<file path="config.mk">
export PLATFORM = sky130hd
export DESIGN_NAME = iscsqrt_param
export DESIGN_NICKNAME = d
export VERILOG_FILES = /design/src/rtl/iscsqrt_param.sv
export SDC_FILE = /design/constraint.sdc
export NUM_CORES = 1
export LEC_CHECK = 0
export BUFFER_PORTS_ARGS = -buffer_cell sky130_fd_sc_hd__clkbuf_2
export CAP_MARGIN = 15
export CORE_MARGIN = 2
export CORE_UTILIZATION = 48
export DETAILED_ROUTE_END_ITERATION = 7
export MAX_ROUTING_LAYER = met4
export PLACE_DENSITY_LB_ADDON = 0.2
export SLEW_MARGIN = 20
export SYNTH_ARGS = -nofsm -noshare
export SYNTH_HDL_FRONTEND = slang
export SYNTH_SLANG_ARGS = --single-unit
</file>
<file path="constraint.sdc">
create_clock -name clk -period 1.9 [get_ports clk]
set_clock_uncertainty 0.1 [all_clocks]
set_input_delay 0.095 -clock clk [delete_from_list [all_inputs] [get_ports clk]]
set_output_delay 0.095 -clock clk [all_outputs]
set_load 0.01 [all_outputs]
</file>
<file path="src/rtl/iscsqrt_param.sv">
// In-stream unipolar stochastic square root: a correlated divider whose divisor is fed back from the output.
// Optional windowed ones counter on out is built when ISCSQRT_CNT_EN is defined.
module iscsqrt_param #(
    parameter int                 DEPTH   = 2,
    parameter int                 SELW    = $clog2(DEPTH),
    parameter logic [DEPTH-1:0]   INIT_SR = {DEPTH/2{2'b10}},
    parameter int                 WARMUP  = 16,
    parameter int                 CNTW    = 10
) (
    input  logic            clk,
    input  logic            rst,
    input  logic            en,
    input  logic [SELW-1:0] sel,
    input  logic            in,
    output logic            out,
    output logic            out_vld,
    output logic [CNTW:0]   cnt_val,
    output logic            cnt_done
);

    localparam logic [7:0] WARM = 8'(WARMUP);

    logic             r_tog;
    logic [DEPTH-1:0] r_sr;
    logic [7:0]       r_wcnt;
    logic             w_sr_bit;
    logic             w_out;
    logic             w_div;

    // Output mux: a selected zero passes a 1, a selected one passes the input; forced high in reset.
    always_comb begin
        w_sr_bit = r_sr[sel];
        w_out    = 1'b1;
        if (rst) begin
            w_out = 1'b1;
        end else if (w_sr_bit) begin
            w_out = in;
        end else begin
            w_out = 1'b1;
        end
        w_div = r_tog | w_out;
    end

    assign out     = w_out;
    assign out_vld = (r_wcnt == WARM) & ~rst;

    // Toggle dividend, divider shift register and saturating warm-up counter.
    always_ff @(posedge clk) begin
        if (rst) begin
            r_tog  <= 1'b0;
            r_sr   <= INIT_SR;
            r_wcnt <= 8'd0;
        end else if (en) begin
            r_tog <= ~r_tog;
            if (w_div) begin
                r_sr <= {r_sr[DEPTH-2:0], r_tog};
            end else begin
                r_sr <= r_sr;
            end
            if (r_wcnt != WARM) begin
                r_wcnt <= r_wcnt + 8'd1;
            end else begin
                r_wcnt <= r_wcnt;
            end
        end else begin
            r_tog  <= r_tog;
            r_sr   <= r_sr;
            r_wcnt <= r_wcnt;
        end
    end

`ifdef ISCSQRT_CNT_EN
    logic [CNTW-1:0] r_win;
    logic [CNTW:0]   r_acc;
    logic [CNTW:0]   r_cnt_val;
    logic            r_cnt_done;
    logic [CNTW:0]   w_add;

    assign w_add = {{CNTW{1'b0}}, w_out};

    // Window counter: the last valid cycle of a window folds its own out bit into the published total.
    always_ff @(posedge clk) begin
        if (rst) begin
            r_win      <= '0;
            r_acc      <= '0;
            r_cnt_val  <= '0;
            r_cnt_done <= 1'b0;
        end else begin
            r_cnt_done <= 1'b0;
            if (en && out_vld) begin
                r_win <= r_win + CNTW'(1);
                if (r_win == {CNTW{1'b1}}) begin
                    r_cnt_val  <= r_acc + w_add;
                    r_cnt_done <= 1'b1;
                    r_acc      <= '0;
                end else begin
                    r_acc <= r_acc + w_add;
                end
            end else begin
                r_win <= r_win;
                r_acc <= r_acc;
            end
        end
    end

    assign cnt_val  = r_cnt_val;
    assign cnt_done = r_cnt_done;
`else
    assign cnt_val  = '0;
    assign cnt_done = 1'b0;
`endif

endmodule
</file>
==> flow_summary.toml, run 1 <==
[status]
status = "complete, no violations"

[routing]
initialDrtViolationCount = 3
wl_per_cell_um = 10.5
wirelength_um = 1030
via_per_inst = 4.91
ant_nets = 0
dr_total_vias = 481
drc = 0
first_pass_iters = 3

[floorplanning]
start_util_pct = 50.3
coreArea_um2 = 1280
ioPinCount = 19
row_count = 13
die_h_um = 40.7
dieArea_um2 = 1660
fp.dieW_um = 40.7

[placed_design]
port_buffers = 6
dp.cells = 94
place_area_um2 = 636
gp_congestion = 0.752
dpl.hpwl_um = 756

[timing]
period_share_pct = 89.6
hold_slack_ns = 0.0687
clock.fmax_mhz = 588
slew_violations = 0
rsz0062_at_grt = "false"
timing.setup.tns_ns = 0
final-hold-violation-count = 0
fin_crit_ns = 1.70
final-setup-viol-count = 0

[setup_path]
startpoint_type = "register"
r2r_end = "r_wcnt[0]$_SDFFE_PP0P_"
rrSetupSlack_ns = 0.24
crit_arrival_ns = 1.51
path_class = "reg -> out"
cp.required_ns = 1.70
worst_setup_path_end_kind = "primary output"
r2r_cells = 5
reg2reg_from = "r_wcnt[0]$_SDFFE_PP0P_"
crit_fanout = 6

[yosys]
synth_area_leaders = "dfxtp_1 (34%), buf_4 (15%), nand2_1 (5.2%)"
synthFlopType = "dfxtp_1"
ys_types = 27
yosysWarnings = 0
ys_ff_latch = 11
syn_inst = 76
ys_seq_area_share_pct = 34.0
synth_edf_count = 0
synth.top_cell.area_share_pct = 34.0
synthArstFlopShare_pct = 0
yosysTopAreaCell = "dfxtp_1"
synth_area_um2 = 647
postSynthAreaPerCell_um2 = 8.51

[clocking]
cts_setup_buffers = 0
ctsHoldBuffers = 0
cts_made_buffers = 3
root_buffer = "clkbuf_4"
cts.sinks = 11
clk_pin_slew_ns = 0.07
clockBufferDepth = 2
ctsResizeCount = 0
cts_tree = "built"
clk_latency_ns = 0.28
cts-htree-levels = 1

[global_route]
grt_pass1_wl_um = 1800
grt_remaining_overflow = 0
grt_pass1_vias = 389
antenna_found_initial = 0
grt_usage_pct = 17.4
grt_max_degree = 17

[power]
vdd_drop_max_uv = 363
cellLeakagePower_uw = 0.000299
p_per_area_nw_per_um2 = 715

[final_layout]
fin_util_pct = 51.6
final_cells = 98
fin_area_um2 = 663
fillers = 127
layout_common_cells = "conb_1 (12), dfxtp_1 (11), nand2_1 (9)"
fin_nets = 91
area_growth_pct = 2.51
diodes = 0
drive_above_1_share_pct = 16.9
final_common_cell = "conb_1"

[run]
max-cap-violations = 0

[min_path]
hold_end = "r_sr[0]$_SDFFE_PP0P_"
min_path_type = "in -> reg"
hold_start = "in"
holdPathStages = 3
==> synth_stat cells (2+ instances only) <==
| cell | n |
|---|---|
| xor2_1 | 2 |
| ha_1 | 2 |
| nand2_1 | 9 |
| dfxtp_1 | 11 |
| or3_1 | 3 |
| mux2i_1 | 3 |
| buf_4 | 13 |
| o21ai_0 | 2 |
| inv_1 | 3 |
| a21oi_1 | 3 |
| nor2_1 | 7 |
| nand4_1 | 3 |
==> cell type report <==
class,count,area (µm²),share of cell area (%)
Sequential cell,11,220,33.2
Clock buffer,3,22.5,3.40
Timing Repair Buffer,6,30.0,4.53
Clock inverter,1,5.00,0.755
Inverter,3,11.3,1.70
Multi-Input combinational cell,59,355,53.6
Tap cell,15,18.8,2.83
==> report_power, final <==
group	switching (µW)	internal [µW]	total [µW]
Sequential	10.7	241	251
Clock	88.3	78.3	167
Combinational	35.5	20.9	56.4
Total	135	340	474
==> worst max-delay path by stage <==
stage	startpoint	cells after the start	slack, ns	endpoint
5_1_grt	r_wcnt[0]$_SDFFE_PP0P_	5	0.13	out_vld
2_1_floorplan	r_wcnt[0]$_SDFFE_PP0P_	5	0.34	r_wcnt[0]$_SDFFE_PP0P_
4_1_cts	r_wcnt[0]$_SDFFE_PP0P_	5	0.20	out_vld
3_3_place_gp	r_wcnt[0]$_SDFFE_PP0P_	5	0.29	r_wcnt[0]$_SDFFE_PP0P_
6_report	r_wcnt[0]$_SDFFE_PP0P_	5	0.20	out_vld
3_5_place_dp	r_wcnt[0]$_SDFFE_PP0P_	5	0.26	r_wcnt[0]$_SDFFE_PP0P_
==> logic make-up after synthesis <==
family	synth area share, %
AND/OR/NAND/NOR	21.9
buffers and inverters	17.4
AO/OA/AOI/OAI	11.8
flip-flops	34.0
multiplexers	6.38
XOR/XNOR	4.06
adder cells (fa/ha/maj)	3.87
other	0.580
==> sequential cells by signal (all words and copies together) (netlist names) <==
name    count
r_sr        2
r_tog       1
r_wcnt      8
==> per-stage QoR <==
step	total power, µW	worst slack [ns]
final	474	0.198
after global routing	506	0.134
after CTS	480	0.197
after detailed placement	313	0.258
after global placement	312	0.294
after floorplan	318	0.341
==> worst max-delay path, cell delays in order, from the launching register on <==
cell and delay (ns):
dfxtp_1 0.42, inv_1 0.09, ha_1 0.19, and4bb_2 0.24
and3_1 0.17, clkbuf_2 0.12
==> metal layers <==
metal / GRT usage [%] / share of wire [%] / up-vias
met5: - / 0 / -
met4: 5.00 / 1.8 / 0
met3: 8.15 / 6.2 / 2
met2: 24.2 / 42 / 15
met1: 22.4 / 50 / 212
li1: - / - / 252
(Power assumes the default switching activity.)
==> run 2, diff against run 1 <==
--- a/config.mk
+++ b/config.mk
@@ -5,10 +5,11 @@
 export SDC_FILE = /design/constraint.sdc
 export NUM_CORES = 1
 export LEC_CHECK = 0
+export ABC_AREA = 1
 export BUFFER_PORTS_ARGS = -buffer_cell sky130_fd_sc_hd__clkbuf_2
 export CAP_MARGIN = 15
 export CORE_MARGIN = 2
-export CORE_UTILIZATION = 48
+export CORE_UTILIZATION = 50
 export DETAILED_ROUTE_END_ITERATION = 7
 export MAX_ROUTING_LAYER = met4
 export PLACE_DENSITY_LB_ADDON = 0.2
==> flow_summary.toml, run 2 <==
[final_layout]
top_register = "r_wcnt"
area_growth_pct = 0.165
drive_above_1_share_pct = 13.4
layout_common_cells = "nand2_1 (36), nor2_1 (15), conb_1 (12)"
fillers = 152
final_common_cell = "nand2_1"
largestRegisters = "r_wcnt x8, r_sr x2, r_tog x1"
fin_util_pct = 51.6
diodes = 0
largest_register_ffs = 8
fin_nets = 127

[clocking]
cts-htree-levels = 1
ctsHoldBuffers = 0
clk_latency_ns = 0.27
clk_pin_slew_ns = 0.07
clockBufferDepth = 2
cts_made_buffers = 3
cts_tree = "built"
ctsResizeCount = 0
cts.sinks = 11
root_buffer = "clkbuf_4"
cts_setup_buffers = 0

[timing]
period_share_pct = 84.4
clock.fmax_mhz = 624
rsz0062_at_grt = "false"
fin_crit_ns = 1.60
final-setup-viol-count = 0
final-hold-violation-count = 0
timing.setup.tns_ns = 0
slew_violations = 0

[yosys]
synth_edf_count = 0
synthFlopType = "dfxtp_1"
yosys-top-cells-count = "nand2_1 (36), nor2_1 (15), buf_4 (14), dfxtp_1 (11), inv_1 (8)"
ys_types = 19
synthArstFlopShare_pct = 0
yosysTopAreaCell = "dfxtp_1"
ys_seq_area_share_pct = 29.0
ys_ff_latch = 11
synth_area_leaders = "dfxtp_1 (29%), nand2_1 (18%), buf_4 (14%)"
postSynthAreaPerCell_um2 = 6.71
synth_most_common_cell = "nand2_1"
synth_area_um2 = 758
synth.top_cell.area_share_pct = 29.0
yosysWarnings = 0
syn_inst = 113

[floorplanning]
dieArea_um2 = 1840
coreArea_um2 = 1470
fp.dieW_um = 42.9
start_util_pct = 51.5
row_count = 14
ioPinCount = 19
die_h_um = 42.9

[routing]
first_pass_iters = 4
wirelength_um = 1390
via_per_inst = 4.70
drc = 0
initialDrtViolationCount = 10
dr_total_vias = 635
ant_nets = 0
wl_per_cell_um = 10.3

[global_route]
grt_pass1_wl_um = 2370
grt_max_degree = 11
grt_remaining_overflow = 0
grt_pass1_vias = 587
antenna_found_initial = 0
grt_usage_pct = 17.7

[power]
cellLeakagePower_uw = 0.000339
p_per_area_nw_per_um2 = 616
vdd_drop_max_uv = 464
power.total_uw = 467

[min_path]
min_path_type = "in -> reg"

[placed_design]
gp_congestion = 0.800
port_buffers = 6
dpl.hpwl_um = 1020

[setup_path]
worst-path-buf-inv = 2
cpMaxStageDelayCell = "dfxtp_1"
cp_top_family = "flip-flops"
crit_arrival_ns = 1.41
worst_setup_path_end_kind = "primary output"
slowest_delay_ns = 0.38
path_class = "reg -> out"
crit_path_cell_trace = "inv_1, ha_1, nor3b_2, nand2_1, nor2_1, clkbuf_2"
crit_fanout = 4
cp.required_ns = 1.70
startpoint_type = "register"

[status]
status = "complete, no violations"

[run]
max-cap-violations = 0
-- run 2: changes by cell type in the layout (fill, tap and decap cells not counted), sizes merged, moves of 3 or more --
| cell | change |
|---|---|
| nor2 | +10 |
| mux2i | -3 |
| nand4 | -4 |
| nand3 | +7 |
| nand2 | +28 |
| inv | +5 |
| or3 | -3 |
| a21oi | +4 |
-- run 2: cell type report --
class	count	area, µm²	area share, %
inverter	8	30.0	3.95
multi-input combinational	90	433	57.0
clock buffer	4	26.3	3.46
sequential	11	220	29.0
timing repair buffer	6	30.0	3.95
tap	16	20.0	2.64
-- run 2: per-stage QoR --
step / setup WS, ns / std cells / cell area (µm²) / hold slack (ns)
2_1_floorplan: 0.641 / 124 / 800 / 0.124
3_3_place_gp: 0.565 / 131 / 733 / 0.333
3_5_place_dp: 0.524 / 131 / 733 / 0.338
4_1_cts: 0.294 / 135 / 759 / 0.0451
5_1_grt: 0.194 / 135 / 759 / 0.0695
6_report: 0.297 / 135 / 759 / 0.0523
-- run 2: worst paths after layout --
path	from	end	slack (ns)	cells past startpoint
worst max-delay path	r_wcnt[0]$_SDFFE_PP0P_	out_vld	0.30	6
worst min-delay path	rst	r_wcnt[5]$_SDFFE_PP0P_	0.05	2
worst max register to register	r_wcnt[0]$_SDFFE_PP0P_	r_wcnt[7]$_SDFFE_PP0P_	0.50	7
worst min register to register	r_tog$_SDFFE_PP0P_	r_tog$_SDFFE_PP0P_	0.39	2
-- run 2: power by group --
| part | total [µW] | switching, µW | leakage (µW) | internal [µW] |
|---|---|---|---|---|
| sequential | 248 | 8.12 | 0.0000899 | 240 |
| combinational | 60.7 | 41.1 | 0.000234 | 19.6 |
| clock | 159 | 77.8 | 0.0000150 | 81.3 |
-- run 2: cells by family after synthesis --
family	Yosys count	synth area share, %
and+or+nand+nor	62	35.3
buffers and inverters	23	19.3
AOI/OAI and AO/OA	11	9.08
DFF	11	29.0
xor gates and xnor gates	3	3.47
adders and majority gates	2	3.30
other	1	0.495
-- run 2: per-layer routing --
metal  part of all wire [%]  vias up  track usage, %  wire length [µm]
li1                       -      337               -                 -
met1                     45      283            20.1               619
met2                     51       13            28.2               703
met3                    4.0        2            7.66                56
met4                   0.43        0            5.45                 6
met5                      0        -               -                 0
-- run 2: worst reg2reg max path, cell delays in order (launching register included) --
cell and delay (ns):
dfxtp_1 0.38, inv_1 0.09, ha_1 0.21, nor3b_2 0.15, nand2_1 0.13, nand2_4 0.09
nand2_1 0.09, a21oi_2 0.05
==> run 3, diff against run 2 <==
--- a/config.mk
+++ b/config.mk
@@ -9,7 +9,7 @@
 export BUFFER_PORTS_ARGS = -buffer_cell sky130_fd_sc_hd__clkbuf_2
 export CAP_MARGIN = 15
 export CORE_MARGIN = 2
-export CORE_UTILIZATION = 50
+export CORE_UTILIZATION = 46
 export DETAILED_ROUTE_END_ITERATION = 7
 export MAX_ROUTING_LAYER = met4
 export PLACE_DENSITY_LB_ADDON = 0.2
==> constraint.sdc (replaced) <==
create_clock -name clk -period 1.4 [get_ports clk]
set_clock_uncertainty 0.1 [all_clocks]
set_input_delay 0.07 -clock clk [delete_from_list [all_inputs] [get_ports clk]]
set_output_delay 0.07 -clock clk [all_outputs]
set_load 0.01 [all_outputs]
==> flow_summary.toml, run 3 (same netlist as run 2, synthesis figures left out) <==
[status]
status = "finished, violations left"
violations = "negative setup slack"

[setup_path]
worst_setup_path_end_kind = "primary output"
r2r_cells = 9
path_class = "reg -> out"
reg2reg_from = "r_wcnt[0]$_SDFFE_PP0P_"
crit_fanout = 2
r2r_end = "r_wcnt[7]$_SDFFE_PP0P_"
cp.required_ns = 1.23
startpoint_type = "register"
rrSetupSlack_ns = 0.13
crit_arrival_ns = 1.30
crit_start = "r_wcnt[1]$_SDFFE_PP0P_"

[floorplanning]
die_h_um = 44.6
start_util_pct = 49.8
row_count = 14
ioPinCount = 19
coreArea_um2 = 1520
fp.dieW_um = 44.6
dieArea_um2 = 1990

[clocking]
cts.sinks = 11
clk_pin_slew_ns = 0.08
cts-htree-levels = 1
cts_made_buffers = 3
clk_latency_ns = 0.27
ctsHoldBuffers = 0
clockBufferDepth = 2
root_buffer = "clkbuf_4"
cts_tree = "built"

[final_layout]
final_common_cell = "nand2_1"
top_register = "r_wcnt"
drive_above_1_share_pct = 23.4
diodes = 0
area_growth_pct = 7.76
fillers = 161
fin_nets = 132
largest_register_ffs = 8
largestRegisters = "r_wcnt x8, r_sr x2, r_tog x1"
layout_common_cells = "nand2_1 (36), nor2_1 (15), conb_1 (12)"
fin_area_um2 = 817

[power]
vdd_drop_max_uv = 562
cellLeakagePower_uw = 0.000364
p_per_area_nw_per_um2 = 819

[routing]
via_per_inst = 4.69
top_layer_used = "met4"
drc = 0
first_pass_iters = 4
ant_nets = 0
met2_length_um = 658
drt-met1-wl_um = 691
route.met3.wl_um = 87
wirelength_um = 1450
initialDrtViolationCount = 25
dr_total_vias = 656
wl_per_cell_um = 10.3

[timing]
slew_violations = 0
layout_setup_ws_ns = -0.0734
timing.setup.tns_ns = -0.0734
period_share_pct = 105
fin_crit_ns = 1.47
final-hold-violation-count = 0
rsz0062_at_grt = "true"
clock.fmax_mhz = 679
final-setup-viol-count = 1

[global_route]
antenna_found_initial = 0
grt_remaining_overflow = 0
grt_pass1_wl_um = 2460
grt_max_degree = 11
grt_pass1_vias = 555
grt_usage_pct = 17.7

[min_path]
hold_end = "r_wcnt[5]$_SDFFE_PP0P_"
holdPathStages = 2
min_path_type = "in -> reg"
hold_start = "rst"

[placed_design]
gp_congestion = 0.785
port_buffers = 6
dp_slack_ns = 0.0137
place_area_um2 = 741
dpl.hpwl_um = 1030

[run]
max-cap-violations = 0
run 3: cell types whose count changed in the layout (fill, tap and decap cells not counted), sizes merged:
cell / previous run / this run
buf: 0 / 6
clkbuf: 10 / 9
run 3: repair_timing:
| item | CTS | global route |
|---|---|---|
| setup buffers | 3 | 1 |
| endpoints found under the setup margin | 1 | 9 |
| pin swaps | 3 | 2 |
| cloned | 0 | 0 |
| gates resized for setup | 6 | 4 |
run 3: layer usage:
metal | vias to the layer above | GRT usage (%)
met5 | - | -
met4 | 0 | 3.64
met3 | 2 | 7.35
met2 | 18 | 27.2
met1 | 289 | 21.5
li1 | 347 | -
run 3: critical path: stages, from the launching register on:
cell and delay (ns):
dfxtp_2 0.33, inv_2 0.07, ha_4 0.13, nor3b_2 0.14, nand2_1 0.11, nor2_1 0.11, buf_2 0.14
run 3: worst max-delay path by stage:
stage | endpoint | slack (ns) | depth (start not counted)
CTS | out_vld | -0.11 | 6
floorplan | r_wcnt[0]$_SDFFE_PP0P_ | 0.14 | 7
global route | out_vld | -0.13 | 6
finish | out_vld | -0.07 | 6
global placement | r_wcnt[0]$_SDFFE_PP0P_ | 0.07 | 7
detailed placement | r_wcnt[7]$_SDFFE_PP0P_ | 0.01 | 7
run 3: final cells by class:
class	instances	area (µm²)	share of cell area (%)
multi-input combinational	90	448	54.8
sequential	11	225	27.6
timing repair buffer	11	67.6	8.27
inverter	8	30.0	3.68
clock buffer	4	26.3	3.22
tap	16	20.0	2.45
run 3: power breakdown:
part / switching, µW / total [µW] / internal, µW
clock: 114 / 224 / 110
sequential: 9.70 / 336 / 326
combinational: 65.5 / 109 / 43.5
total: 189 / 669 / 480
run 3: through the flow:
stage	hold WS (ns)	std cells	utilization, %	power, µW
2_1_floorplan	0.0994	124	-	432
3_3_place_gp	0.305	132	48.6	424
3_5_place_dp	0.309	132	48.6	428
4_1_cts	0.0167	139	52.8	669
5_1_grt	0.0189	140	53.6	703
6_report	0.0189	140	53.6	669
